$ cat src/rtl/ram_delta_pkg.sv
// Shared types and sizing helpers for the delta/PSUM SRAM sequencer and arbiter.
package ram_delta_pkg;

  typedef enum logic [1:0] {
    ST_ARB   = 2'd0,
    ST_CLEAR = 2'd1,
    ST_DONE  = 2'd2
  } state_e;

  localparam int SRAM_DEPTH_BIT = 6;
  localparam int SRAM_DEPTH     = 2 ** SRAM_DEPTH_BIT;
  localparam int MAX_WR_BURST   = 4;
  localparam int BURST_CNT_W    = $clog2(MAX_WR_BURST + 1);

  // Counter width able to hold 0..max_burst inclusive.
  function automatic int burst_cnt_w(input int max_burst);
    return $clog2(max_burst + 1);
  endfunction

endpackage

$ cat src/rtl/ram_delta_rd_pipe.sv
// Read-valid delay line: tracks granted reads through the macro's read latency.
module ram_delta_rd_pipe #(
  parameter int RD_LAT = 1
) (
  input  logic clk,
  input  logic rst_n,
  input  logic vld_in,
  output logic vld_out
);

  logic [RD_LAT-1:0] vld_q;
  logic [RD_LAT-1:0] vld_d;

  always_comb begin
    vld_d    = vld_q;
    vld_d[0] = vld_in;
    for (int i = 1; i < RD_LAT; i++) begin
      vld_d[i] = vld_q[i-1];
    end
  end

  always_ff @(posedge clk or negedge rst_n) begin
    if (!rst_n) begin
      vld_q <= '0;
    end else begin
      vld_q <= vld_d;
    end
  end

  assign vld_out = vld_q[RD_LAT-1];

endmodule

$ cat src/rtl/ram_delta_arb.sv
// Single-port delta/PSUM SRAM front end: write/read arbitration with a bounded
// write burst, plus a full-array clear sweep run before each layer.
module ram_delta_arb
  import ram_delta_pkg::*;
#(
  parameter int SRAM_DEPTH_BIT = 6,
  parameter int SRAM_WIDTH     = 128,
  parameter int RD_LAT         = 1,
  parameter int MAX_WR_BURST   = 4
) (
  input  logic                      clk,
  input  logic                      rst_n,
  input  logic                      clr_start,
  output logic                      clr_busy,
  output logic                      clr_done,
  input  logic                      wr_req,
  input  logic [SRAM_DEPTH_BIT-1:0] wr_addr,
  input  logic [SRAM_WIDTH-1:0]     wr_data,
  output logic                      wr_gnt,
  input  logic                      rd_req,
  input  logic [SRAM_DEPTH_BIT-1:0] rd_addr,
  output logic                      rd_gnt,
  output logic                      rd_valid,
  output logic [SRAM_WIDTH-1:0]     rd_data,
  output logic                      ram_read_en,
  output logic                      ram_write_en,
  output logic [SRAM_DEPTH_BIT-1:0] ram_addr_r,
  output logic [SRAM_DEPTH_BIT-1:0] ram_addr_w,
  output logic [SRAM_WIDTH-1:0]     ram_data_in,
  input  logic [SRAM_WIDTH-1:0]     ram_data_out
);

  localparam int                        BW        = burst_cnt_w(MAX_WR_BURST);
  localparam logic [BW-1:0]             BURST_MAX = BW'(MAX_WR_BURST);
  localparam logic [SRAM_DEPTH_BIT-1:0] LAST_ADDR = '1;

  state_e                    state_q, state_d;
  logic [BW-1:0]             wr_burst_cnt_q, wr_burst_cnt_d;
  logic [SRAM_DEPTH_BIT-1:0] clr_addr_q, clr_addr_d;
  logic                      wr_gnt_c, rd_gnt_c, clr_wr_c;

  always_comb begin
    state_d    = state_q;
    clr_addr_d = clr_addr_q;
    wr_gnt_c   = 1'b0;
    rd_gnt_c   = 1'b0;
    clr_wr_c   = 1'b0;
    case (state_q)
      ST_ARB: begin
        // The clear-start cycle grants nothing; held requests wait out the sweep.
        if (clr_start) begin
          state_d = ST_CLEAR;
        end else if (wr_req && !(rd_req && (wr_burst_cnt_q == BURST_MAX))) begin
          wr_gnt_c = 1'b1;
        end else if (rd_req) begin
          rd_gnt_c = 1'b1;
        end
      end
      ST_CLEAR: begin
        clr_wr_c   = 1'b1;
        clr_addr_d = clr_addr_q + SRAM_DEPTH_BIT'(1);
        if (clr_addr_q == LAST_ADDR) begin
          state_d    = ST_DONE;
          clr_addr_d = '0;
        end
      end
      ST_DONE: state_d = ST_ARB;
      default: state_d = ST_ARB;
    endcase
  end

  // Burst count only advances while a read is actually waiting.
  always_comb begin
    wr_burst_cnt_d = wr_burst_cnt_q;
    if (!rd_req || rd_gnt_c) begin
      wr_burst_cnt_d = '0;
    end else if (wr_gnt_c && (wr_burst_cnt_q != BURST_MAX)) begin
      wr_burst_cnt_d = wr_burst_cnt_q + BW'(1);
    end
  end

  always_ff @(posedge clk or negedge rst_n) begin
    if (!rst_n) begin
      state_q        <= ST_ARB;
      wr_burst_cnt_q <= '0;
      clr_addr_q     <= '0;
    end else begin
      state_q        <= state_d;
      wr_burst_cnt_q <= wr_burst_cnt_d;
      clr_addr_q     <= clr_addr_d;
    end
  end

  // Grants are combinational from requests, so gate them with reset directly.
  assign wr_gnt       = wr_gnt_c & rst_n;
  assign rd_gnt       = rd_gnt_c & rst_n;
  assign ram_write_en = (wr_gnt_c | clr_wr_c) & rst_n;
  assign ram_read_en  = rd_gnt;
  assign ram_addr_w   = clr_wr_c ? clr_addr_q : wr_addr;
  assign ram_data_in  = clr_wr_c ? '0 : wr_data;
  assign ram_addr_r   = rd_addr;
  assign clr_busy     = (state_q == ST_CLEAR);
  assign clr_done     = (state_q == ST_DONE);
  assign rd_data      = ram_data_out;

  ram_delta_rd_pipe #(
    .RD_LAT (RD_LAT)
  ) u_rd_pipe (
    .clk     (clk),
    .rst_n   (rst_n),
    .vld_in  (rd_gnt),
    .vld_out (rd_valid)
  );

endmodule

$ cat config.mk
export PLATFORM = sky130hd
export DESIGN_NAME = ram_delta_arb
export DESIGN_NICKNAME = d
export VERILOG_FILES = /design/src/rtl/ram_delta_pkg.sv /design/src/rtl/ram_delta_rd_pipe.sv /design/src/rtl/ram_delta_arb.sv
export SDC_FILE = /design/constraint.sdc
export NUM_CORES = 1
export LEC_CHECK = 0
export CAP_MARGIN = 40
export CORE_AREA = 5 5 212 214
export CTS_BUF_LIST = sky130_fd_sc_hd__clkbuf_16
export DETAILED_ROUTE_END_ITERATION = 16
export DIE_AREA = 0 0 217 219
export PLACE_DENSITY = 0.45
export SLEW_MARGIN = 5
export SYNTH_ARGS = -nofsm -noshare
export SYNTH_HDL_FRONTEND = slang
export SYNTH_SLANG_ARGS = --single-unit
$ cat constraint.sdc
create_clock -name clk -period 1.5 [get_ports clk]
set_input_delay 0.15 -clock clk [delete_from_list [all_inputs] [get_ports clk]]
set_output_delay 0.15 -clock clk [all_outputs]
set_load 0.005 [all_outputs]
After elaboration in Yosys (flattened, before gate mapping)

Cells that the tools add are included.

Bits in read-only memories: 0
Bits in writable memories: 0
Register bits: 12
Bits in latches: 0
Output and inout port bits: 275
Memories kept: 0

Add/subtract/negate cells: 2
Bitwise operators: 4
$mul: 0
Equal/unequal tests: 7
Reduce and logical (&&, ||, !) cells: 9
Div/mod/pow operators: 0
Order comparisons: 0
Muxes and demuxes: 16
Shift operators: 0

Operator list:

| cell                                                | count |
|---|---|
| 2-to-1 mux 128 bit                                  | 1 |
| 2-to-1 mux 6 bit                                    | 2 |
| 2-to-1 mux 1 bit                                    | 8 |
| adder 6 x 1 -> 6 bit, second input constant         | 1 |
| equality test 6 bit, second input constant          | 1 |
| 2-to-1 mux 3 bit                                    | 2 |
| 2-to-1 mux 2 bit                                    | 2 |
| case mux 2 bit (2 select lines)                     | 1 |
| adder 3 x 1 -> 3 bit, second input constant         | 1 |
| AND 1 bit                                           | 3 |
| equality test 3 bit, second input constant          | 1 |
| logical AND 1 bit                                   | 3 |
| != test 3 bit, second input constant                | 1 |
| equality test 2 x 1 -> 1 bit, second input constant | 1 |
| equality test 2 bit, second input constant          | 1 |
| logical NOT 1 bit                                   | 2 |
| logical NOT 2 bit                                   | 1 |
| != test 2 x 1 -> 1 bit, second input constant       | 1 |
| != test 2 bit, second input constant                | 1 |
| AND reduction 2 bit                                 | 1 |
| nonzero test 2 bit                                  | 1 |
| logical OR 1 bit                                    | 1 |
| bitwise OR 1 bit                                    | 1 |

Logic depth before layout (Yosys ltp)

Gate-level depths: netlist of run 1.

Word-level depth: 10
Depth in mapped cells: 6
Depth with buffers taken out: 5

Cells and area by module

From an unflattened synthesis of run 1, not the netlist that was laid out.

Cell total of the unflattened synthesis: 358
Area, all modules: 2,676.3 sq um

Modules (own cells, without submodules):

| module            | times used | sequential area each (sq um) | area an instance (sq um) | cells each |
|---|---|---|---|---|
| ram_delta_arb     | 1          | 275.3                        | 2,651.3                  | 357 |
| ram_delta_rd_pipe | 1          | 25.0                         | 25.0                     | 1 |

Least setup slack after synthesis of run 1

Ideal clock, no wire load.

Path type: register to output
Start point: register wr_burst_cnt_q[0]
End point: output port rd_gnt
Path slack: 0.221 ns
Stages on the path, launching flop included: 7
Data arrival time: 1.129 ns
Data required time: 1.350 ns
Path buffers: 1
Cell sequence: dfrtp_1 > inv_1 > ha_1 > nand3_1 > nand2_1 > and4_1 > buf_4

Cells in the longest elaborated chain, start to end: 8

RTL lines:

| item                   | RTL line            | source |
|---|---|---|
| start, declared        | ram_delta_arb.sv:38 | `logic [BW-1:0] wr_burst_cnt_q, wr_burst_cnt_d;` |
| start signal, assigned | ram_delta_arb.sv:89 | `wr_burst_cnt_q <= wr_burst_cnt_d;` |
| equality test 3 bit    | ram_delta_arb.sv:53 | `end else if (wr_req && !(rd_req && (wr_burst_cnt_q == BURST_MAX))) begin` |
| logical AND 1 bit      | ram_delta_arb.sv:53 |  |
| logical NOT 1 bit      | ram_delta_arb.sv:53 |  |
| logical AND 1 bit      | ram_delta_arb.sv:53 |  |
| 2-to-1 mux 1 bit       | ram_delta_arb.sv:53 |  |
| 2-to-1 mux 1 bit       | ram_delta_arb.sv:51 | `if (clr_start) begin` |
| 2-to-1 mux 1 bit       | ram_delta_arb.sv:48 | `case (state_q)` |
| AND 1 bit              | ram_delta_arb.sv:96 | `assign rd_gnt = rd_gnt_c & rst_n;` |
| end, declared          | ram_delta_arb.sv:22 | `output logic rd_gnt,` |

Every way passes these cells.

Worst setup path in the final report of run 1

Start point: register state_q[1]
End point: output port ram_data_in[40]

Cells in the longest elaborated chain, start to end: 3

RTL lines:

| item                         | RTL line             | source |
|---|---|---|
| start, declared              | ram_delta_arb.sv:37  | `state_e state_q, state_d;` |
| start signal, assigned       | ram_delta_arb.sv:88  | `state_q <= state_d;` |
| equality test 2 x 1 -> 1 bit | ram_delta_arb.sv:48  |  |
| 2-to-1 mux 1 bit             | ram_delta_arb.sv:48  |  |
| 2-to-1 mux 128 bit           | ram_delta_arb.sv:100 | `assign ram_data_in = clr_wr_c ? '0 : wr_data;` |
| end, declared                | ram_delta_arb.sv:29  | `output logic [SRAM_WIDTH-1:0] ram_data_in,` |

Every way passes these cells.

==> results.ini, run 1 <==
[pwr]
p_leak_uw=0.002700
peakVddDrop_v=0.0003625
total_power_uw=5884
power_density_nw_per_um2=937.7

[global_route]
grt_pass1_vias=3267
grt_overflow=0
grt_usage_pct=7.505
antenna_found_initial=12
grt_pass1_wl_mm=25.11
grt_max_degree=18

[floorplan]
initial_core_util_pct=6.090
die_height_um=219
die_area_um2=47520
rows=76
core_area_um2=42700
ios=548
die_x_um=217

[cts]
clock_path_buffers=2
cts_buffers=3
clkSinkCount=12
clkTransAtPathRegs_ps=40
clkLatencyLatePin_ps=240
htreeDepth=1
cts_tree=yes
root_buffer=clkbuf_16

[sta]
slew-limit-headroom_pct=81.28
min_period_ps=1646
rsz0062_at_grt=yes
tightest_slew_ps=279.7
finClkSkew_ps=0.8126
drv_slew=0
worst_slack_ps=-146.1
fmax_ghz=0.6075
final-hold-violation-count=0
setup_viol=115
holdWs_ps=300.0
min_period_over_period_pct=109.7

[logic_synthesis]
synth_edf_count=0
synth_most_common_cell=buf_4
yosys-top-cells-area=buf_4 39%, and2_1 31%, dfrtp_1 12%
yosysWarningCount=0
synth_top_area_cell=buf_4
yosys-top-cells-count=136 x buf_4, 128 x and2_1, 30 x nand2_1, 12 x dfrtp_1, 9 x clkbuf_2
yosysUniqueCellTypes=35
synthesis.instances=361
seq_area_frac_synth_pct=11.55
ys_seq_elements=12
netlist_area_um2=2600
yosysTopAreaCellShare_pct=39.27
syn_nets=637
async_reset_ff_share_pct=100.0
syn_area_per_cell_um2=7.202
synth_ff_type=dfrtp_1

[placement]
place_congestion=0.7106
dp.cells=1058
placed_area_um2=5164
place_ws_ps=-266.3
portBuffers=279
detailedPlacementHpwl_mm=14.94

[layout]
regArea_um2=300.3
multi_input_area_um2=1525
nNetsFinal=827
layout-drive-gt1-share_pct=56.73
n_fill_cell=4814
area_delta_synth_final_pct=141.3
fin_cells=1097
final_area_um2=6275

[worst_setup_path]
cp.required_ps=1350
crit_type=reg -> out
cp-start-kind=register
setup.worst_path.end_class=output pin
crit_path_max_fanout=7
crit_arrival_ps=1500

[route]
drtIter0Drc=68
wl_per_cell_um=17.97
vias=3066
ant_nets=0
wirelength_mm=19.71
drc=0
dr.pass1.iters=4
viasPerCell=2.795

[job]
drv_cap=0

[hold_path]
hold_path.class=in -> out

[status]
violations=negative setup slack
status=finished, violations left

==> report_power, final <==
part / switching (µW) / internal [µW] / total (µW)
Combinational: 1820 / 3020 / 4840
Clock: 139 / 351 / 490
Sequential: 133 / 422 / 555
==> routing by layer <==
metal	share of wire, %	track usage, %	routed length (µm)	vias up
li1	-	-	-	1353
met1	29	6.540	5728	1336
met2	54	14.64	10650	271
met3	11	2.994	2090	106
met4	6.3	3.960	1239	0
met5	0	0	0	-
==> kinds of logic after synthesis <==
kind of cell    share of synthesized area, %
compound gates                         3.176
simple gates                           40.23
fa+ha+maj                              1.444
buf+inv                                42.93
flops                                  11.55
xor+xnor                              0.6738
==> layout make-up <==
class	count	share of cell area [%]
antenna	1	0.03988
clock buffer	3	1.196
clock inverter	1	0.05982
inverter	3	0.3789
multi-input combinational	195	24.31
sequential	12	4.786
tap	546	10.89
timing repair buffer	336	58.34
==> registers in the layout, summed over array words and instances, names as in the netlist <==
signal,flops
state_q,2
u_rd_pipe.vld_out,1
wr_burst_cnt_q,3
clr_addr_q,6
==> cell usage in the layout, fill, tap and decap left out, drive strengths merged, types with 2 or more instances in the layout <==
cell type	n
and2	128
buf	164
clkbuf	24
clkdlybuf4s15	5
clkdlybuf4s50	139
clkinv	2
dfrtp	12
dlygate4sd2	7
ha	3
inv	2
nand2	30
nand2b	2
nand3	5
nor2	4
nor3	3
o21ai	5
o22ai	2
==> path summary, 6_finish.rpt <==
kind | startpoint | endpoint | slack (ps) | depth (start not counted)
worst max-delay path | state_q[1] | ram_data_in[40] | -150 | 6
worst min-delay path | ram_data_out[127] | rd_data[127] | 300 | 0
worst max register to register | state_q[0] | wr_burst_cnt_q[2] | 20 | 6
worst min register to register | wr_burst_cnt_q[2] | wr_burst_cnt_q[2] | 550 | 1
max in group asynchronous | rst_n | clr_addr_q[3] | 970 | 2
min in group asynchronous | rst_n | clr_addr_q[1] | 350 | 2
==> stage by stage <==
step / utilization, % / TNS (ps)
floorplan: - / 0
global placement: 12.09 / -20720
finish: 14.70 / -11350
CTS: 14.19 / -20650
detailed placement: 12.09 / -20030
global route: 14.69 / -17830
==> critical path: stages, from the launching register on <==
cell and delay [ps]:
dfrtp_1 370, nand2b_4 180, buf_12 150, buf_12 140
buf_16 140, and2_4 150, buf_6 100
==> what timing repair did <==
| action | CTS | global route |
|---|---|---|
| setup buffers | 16 | 8 |
| pin swaps | 68 | 35 |
| hold buffers | 0 | 0 |
| cloned | 15 | 0 |
| gates resized for setup | 645 | 135 |
| endpoints found under the setup margin | 140 | 140 |
Power figures use the tool's default switching activity.
==> inputs of run 2 (changes only) <==
- CTS_CLUSTER_DIAMETER: unset -> 120
==> results of run 2 <==
Same layout as run 1: the final DEF is identical, and so are final timing and power.
==> inputs of run 3 (changes only) <==
- CTS_CLUSTER_SIZE: unset -> 14
==> results of run 3 <==
Same layout as run 1: the final DEF is identical, and so are final timing and power.
==> patch 1 (flow settings as in run 2) <==
Take the reset off `clr_addr_q` and load it in a clocked block of its own.
--- a/src/rtl/ram_delta_arb.sv
+++ b/src/rtl/ram_delta_arb.sv
@@ -85,3 +85,2 @@
       wr_burst_cnt_q <= '0;
-      clr_addr_q     <= '0;
     end else begin
@@ -89,4 +88,7 @@
       wr_burst_cnt_q <= wr_burst_cnt_d;
-      clr_addr_q     <= clr_addr_d;
     end
+  end
+
+  always_ff @(posedge clk) begin
+    clr_addr_q <= clr_addr_d;
   end
Check against the original RTL: no difference found for any inputs over 4 cycles, from zero or initial values and one cycle with rst_n low; that may be too few to reach the edited logic, so the function may still have changed.
==> patch 1 against run 2 <==
The run still ends with negative setup slack left. Routed wire length decreased by 16%. Area after synthesis about the same. Final area rose by 1.5%. Die area unchanged. Total power grew 26%. Clock power grew 3%. Count of clock-buffer cells in the layout is the same. Sequential cell count did not move. Worst hold slack stayed put. Worst setup slack lost 0.094 ns. Critical path type unchanged. Largest power group unchanged.
==> patch 1: results (changes against run 2) <==
The multi-input combinational gate total is 187 (was 195). The area of all placed cells without fillers is 6370 sq um (was 6270 sq um). The final setup violation count was 123 (was 115). The cell internal power dissipation is 4.92 mW (was 3.79 mW).

The initial antenna violation count came out at 0 (was 12). The final worst-path setup slack came to -0.240 ns (was -0.146 ns). The setup TNS after final layout came out at -16.55 ns (was -11.35 ns). Status: complete, but fails checks (unchanged).

The met1 layer usage reported by global route came out at 0.0670 (was 0.0654). Violations in the final reports: negative setup slack (unchanged). The net count of the finished layout was 830 (was 827).

The sink of the worst hold path is rd_data[116] (was rd_data[127]). The number of non-clock inverters in the layout is 4 (was 3). The detailed route wirelength on metal3 was 1640 microns (was 2090 microns). The post-synthesis async set-or-reset flop share is 0.500 (was 1.00).

The end point of the critical path is ram_data_in[6] (was ram_data_in[40]). The global-route total usage across every layer came out at 0.0589 (was 0.0751). The number of non-clock buffers is 346 (was 336). The worst setup slack before clock tree synthesis is -0.409 ns (was -0.266 ns).

The number of instances in the placed design is 1047 (was 1058). The met3 usage was 0.0217 (was 0.0299). The peak fanout along the critical path is 4 (was 7). The post-place instance area came out at 5140 sq um (was 5160 sq um). The total leakage power is 2.75 nW (was 2.70 nW). Cell types with the largest area share after synthesis: buf_4, and2_1, edfxtp_1, dfrtp_1, nand2_1 (was buf_4, and2_1, dfrtp_1, nand2_1, clkbuf_2). The worst-case vdd ir drop is 0.385 mV (was 0.363 mV). The via count is 2963 (was 3066).

The mean routed wirelength per cell came out at 15.1 microns (was 18.0 microns). The origin of the worst min-delay path is ram_data_out[116] (was ram_data_out[127]). The wire length on met2 came out at 8310 microns (was 10700 microns). The number of buffers inserted to repair setup after CTS came out at 32 (was 16). The maximum number of pins on one net before global-route repair came out at 17 (was 18).
==> patch 1: changes by cell type after synthesis, moves of 2 or more <==
cell and change:
nand2_1 -5, buf_6 +4, nor2_1 +2, o21ai_1 -2, clkbuf_1 +6, clkbuf_2 -9
edfxtp_1 +6, dfrtp_1 -6
==> patch 1: cells by family (layout without fill, tap and decap cells) <==
logic type / count (synthesis) / count (layout) / synth area share
buf+inv: 153 / 354 / 0.433
flops: 12 / 12 / 0.127
fa+ha+maj: 3 / 3 / 0.0144
compound gates: 9 / 9 / 0.0221
xor+xnor: 3 / 3 / 0.0101
simple gates: 172 / 172 / 0.393
==> patch 1: power groups by stage <==
stage / clock [mW] / combinational [mW] / sequential, mW
after floorplan: 0 / 1.59 / 0.607
after global placement: 0 / 3.64 / 0.610
after detailed placement: 0 / 3.64 / 0.614
after CTS: 0.518 / 5.80 / 0.603
after global routing: 0.545 / 6.79 / 0.616
final: 0.504 / 6.33 / 0.602
==> patch 2 (flow settings as in run 2) <==
Without the edit above. `RD_LAT` is set to 1 in 2 places; all go to 2.
--- a/src/rtl/ram_delta_rd_pipe.sv
+++ b/src/rtl/ram_delta_rd_pipe.sv
@@ -2,3 +2,3 @@
 module ram_delta_rd_pipe #(
-  parameter int RD_LAT = 1
+  parameter int RD_LAT = 2
 ) (
--- a/src/rtl/ram_delta_arb.sv
+++ b/src/rtl/ram_delta_arb.sv
@@ -7,3 +7,3 @@
   parameter int SRAM_WIDTH     = 128,
-  parameter int RD_LAT         = 1,
+  parameter int RD_LAT         = 2,
   parameter int MAX_WR_BURST   = 4
Check against the original RTL: not equivalent (a bounded check fails within 4 cycles, from zero or initial values and one cycle with rst_n low).
==> patch 2 against run 2 <==
The run still ends with negative setup slack left. Utilization down 0.93 points. Total power down 30%. Sequential power down 4.0%. Routed wire length down 18%. Die area unchanged. Count of clock-buffer cells in the layout unchanged. Non-clock buffer count up 11. Cell count up 1.1%. Worst setup slack worse by 0.24 ns. Global-route usage down 1.8 points. Final area down 6.4%. Sequential cell count up 1. Area after synthesis up 0.87%.
==> patch 2: results (changes against run 2) <==
The maximum number of pins on one net before global-route repair came to 24 (was 18). The sink of the worst hold path is rd_data[115] (was rd_data[127]). The global-route total usage across every layer is 0.0569 (was 0.0751). The global-route wire length before repair came to 20400 microns (was 25100 microns).

The setup skew after layout is 0.00429 ns (was 0.000813 ns). The met2 track demand over resource was 0.102 (was 0.146). The final setup violation count is 135 (was 115). The number of diodes is 0 (was 1). The cell depth of the worst flop-to-flop path came to 8 (was 6). The post-synth net total came out at 639 (was 637). The total leakage power came out at 2.83 nW (was 2.70 nW). The post-detailed-placement half-perimeter wirelength came out at 11400 microns (was 14900 microns). The via density per instance came out at 2.69 (was 2.79). The post-synthesis share of cell area spent on xor and xnor gates came to 0.00668 (was 0.00674). The worst slew margin relative to its limit came to 0.845 (was 0.813). The met1 layer usage reported by global route came to 0.0586 (was 0.0654).

The number of instances in the placed design is 1062 (was 1058). Violations in the final reports: negative setup slack (unchanged). Status: complete, but fails checks (unchanged). The area share of fa/ha/maj cells after synthesis came out at 0.0143 (was 0.0144). The net count of the finished layout is 840 (was 827). The mean instance size in the synthesized netlist is 7.22 sq um (was 7.20 sq um). The number of buffers inserted to repair setup after CTS is 14 (was 16). The post-synthesis compound-gate area fraction came out at 0.0391 (was 0.0318).

The worst-case vdd ir drop is 0.298 mV (was 0.363 mV). The mean routed wirelength per cell is 14.6 microns (was 18.0 microns). The setup slack of the most critical reg-to-reg path is -0.19 ns (was 0.02 ns).

The final worst-path setup slack is -0.387 ns (was -0.146 ns). The reg-to-reg critical path endpoint is clr_addr_q[5]$_DFFE_PN0P_ (was wr_burst_cnt_q[2]$_DFFE_PN0P_). The worst setup slack before clock tree synthesis came to -0.294 ns (was -0.266 ns).
==> patch 2: cell count changes after synthesis, moves of 2 or more <==
| cell | change |
|---|---|
| buf_2 | +10 |
| clkbuf_2 | -9 |
| buf_6 | -2 |
| o21ai_0 | +2 |
| inv_1 | +2 |
| o22ai_1 | -2 |
| nand2_1 | -3 |
==> patch 2: area by class of cell <==
type                            instances  area, sq um
Clock buffer                            3         75.1
Clock inverter                          1         3.75
Tap cell                              546          683
Fill cell                            4887        36800
Inverter                                5         18.8
Timing Repair Buffer                  347         3410
Sequential cell                        13          325
Multi-Input combinational cell        194         1360
==> patch 2: where the power goes <==
group	switching (mW)	internal, mW	total [mW]
clock network	0.141	0.351	0.491
registers	0.0894	0.444	0.533
logic	1.20	1.90	3.09
total	1.43	2.69	4.12
==> patch 2: cells by family after synthesis <==
group,after synthesis
DFF,13
AOI/OAI and AO/OA,14
xor gates and xnor gates,2
and+or+nand+nor,175
buffers and inverters,156
adders and majority gates,3
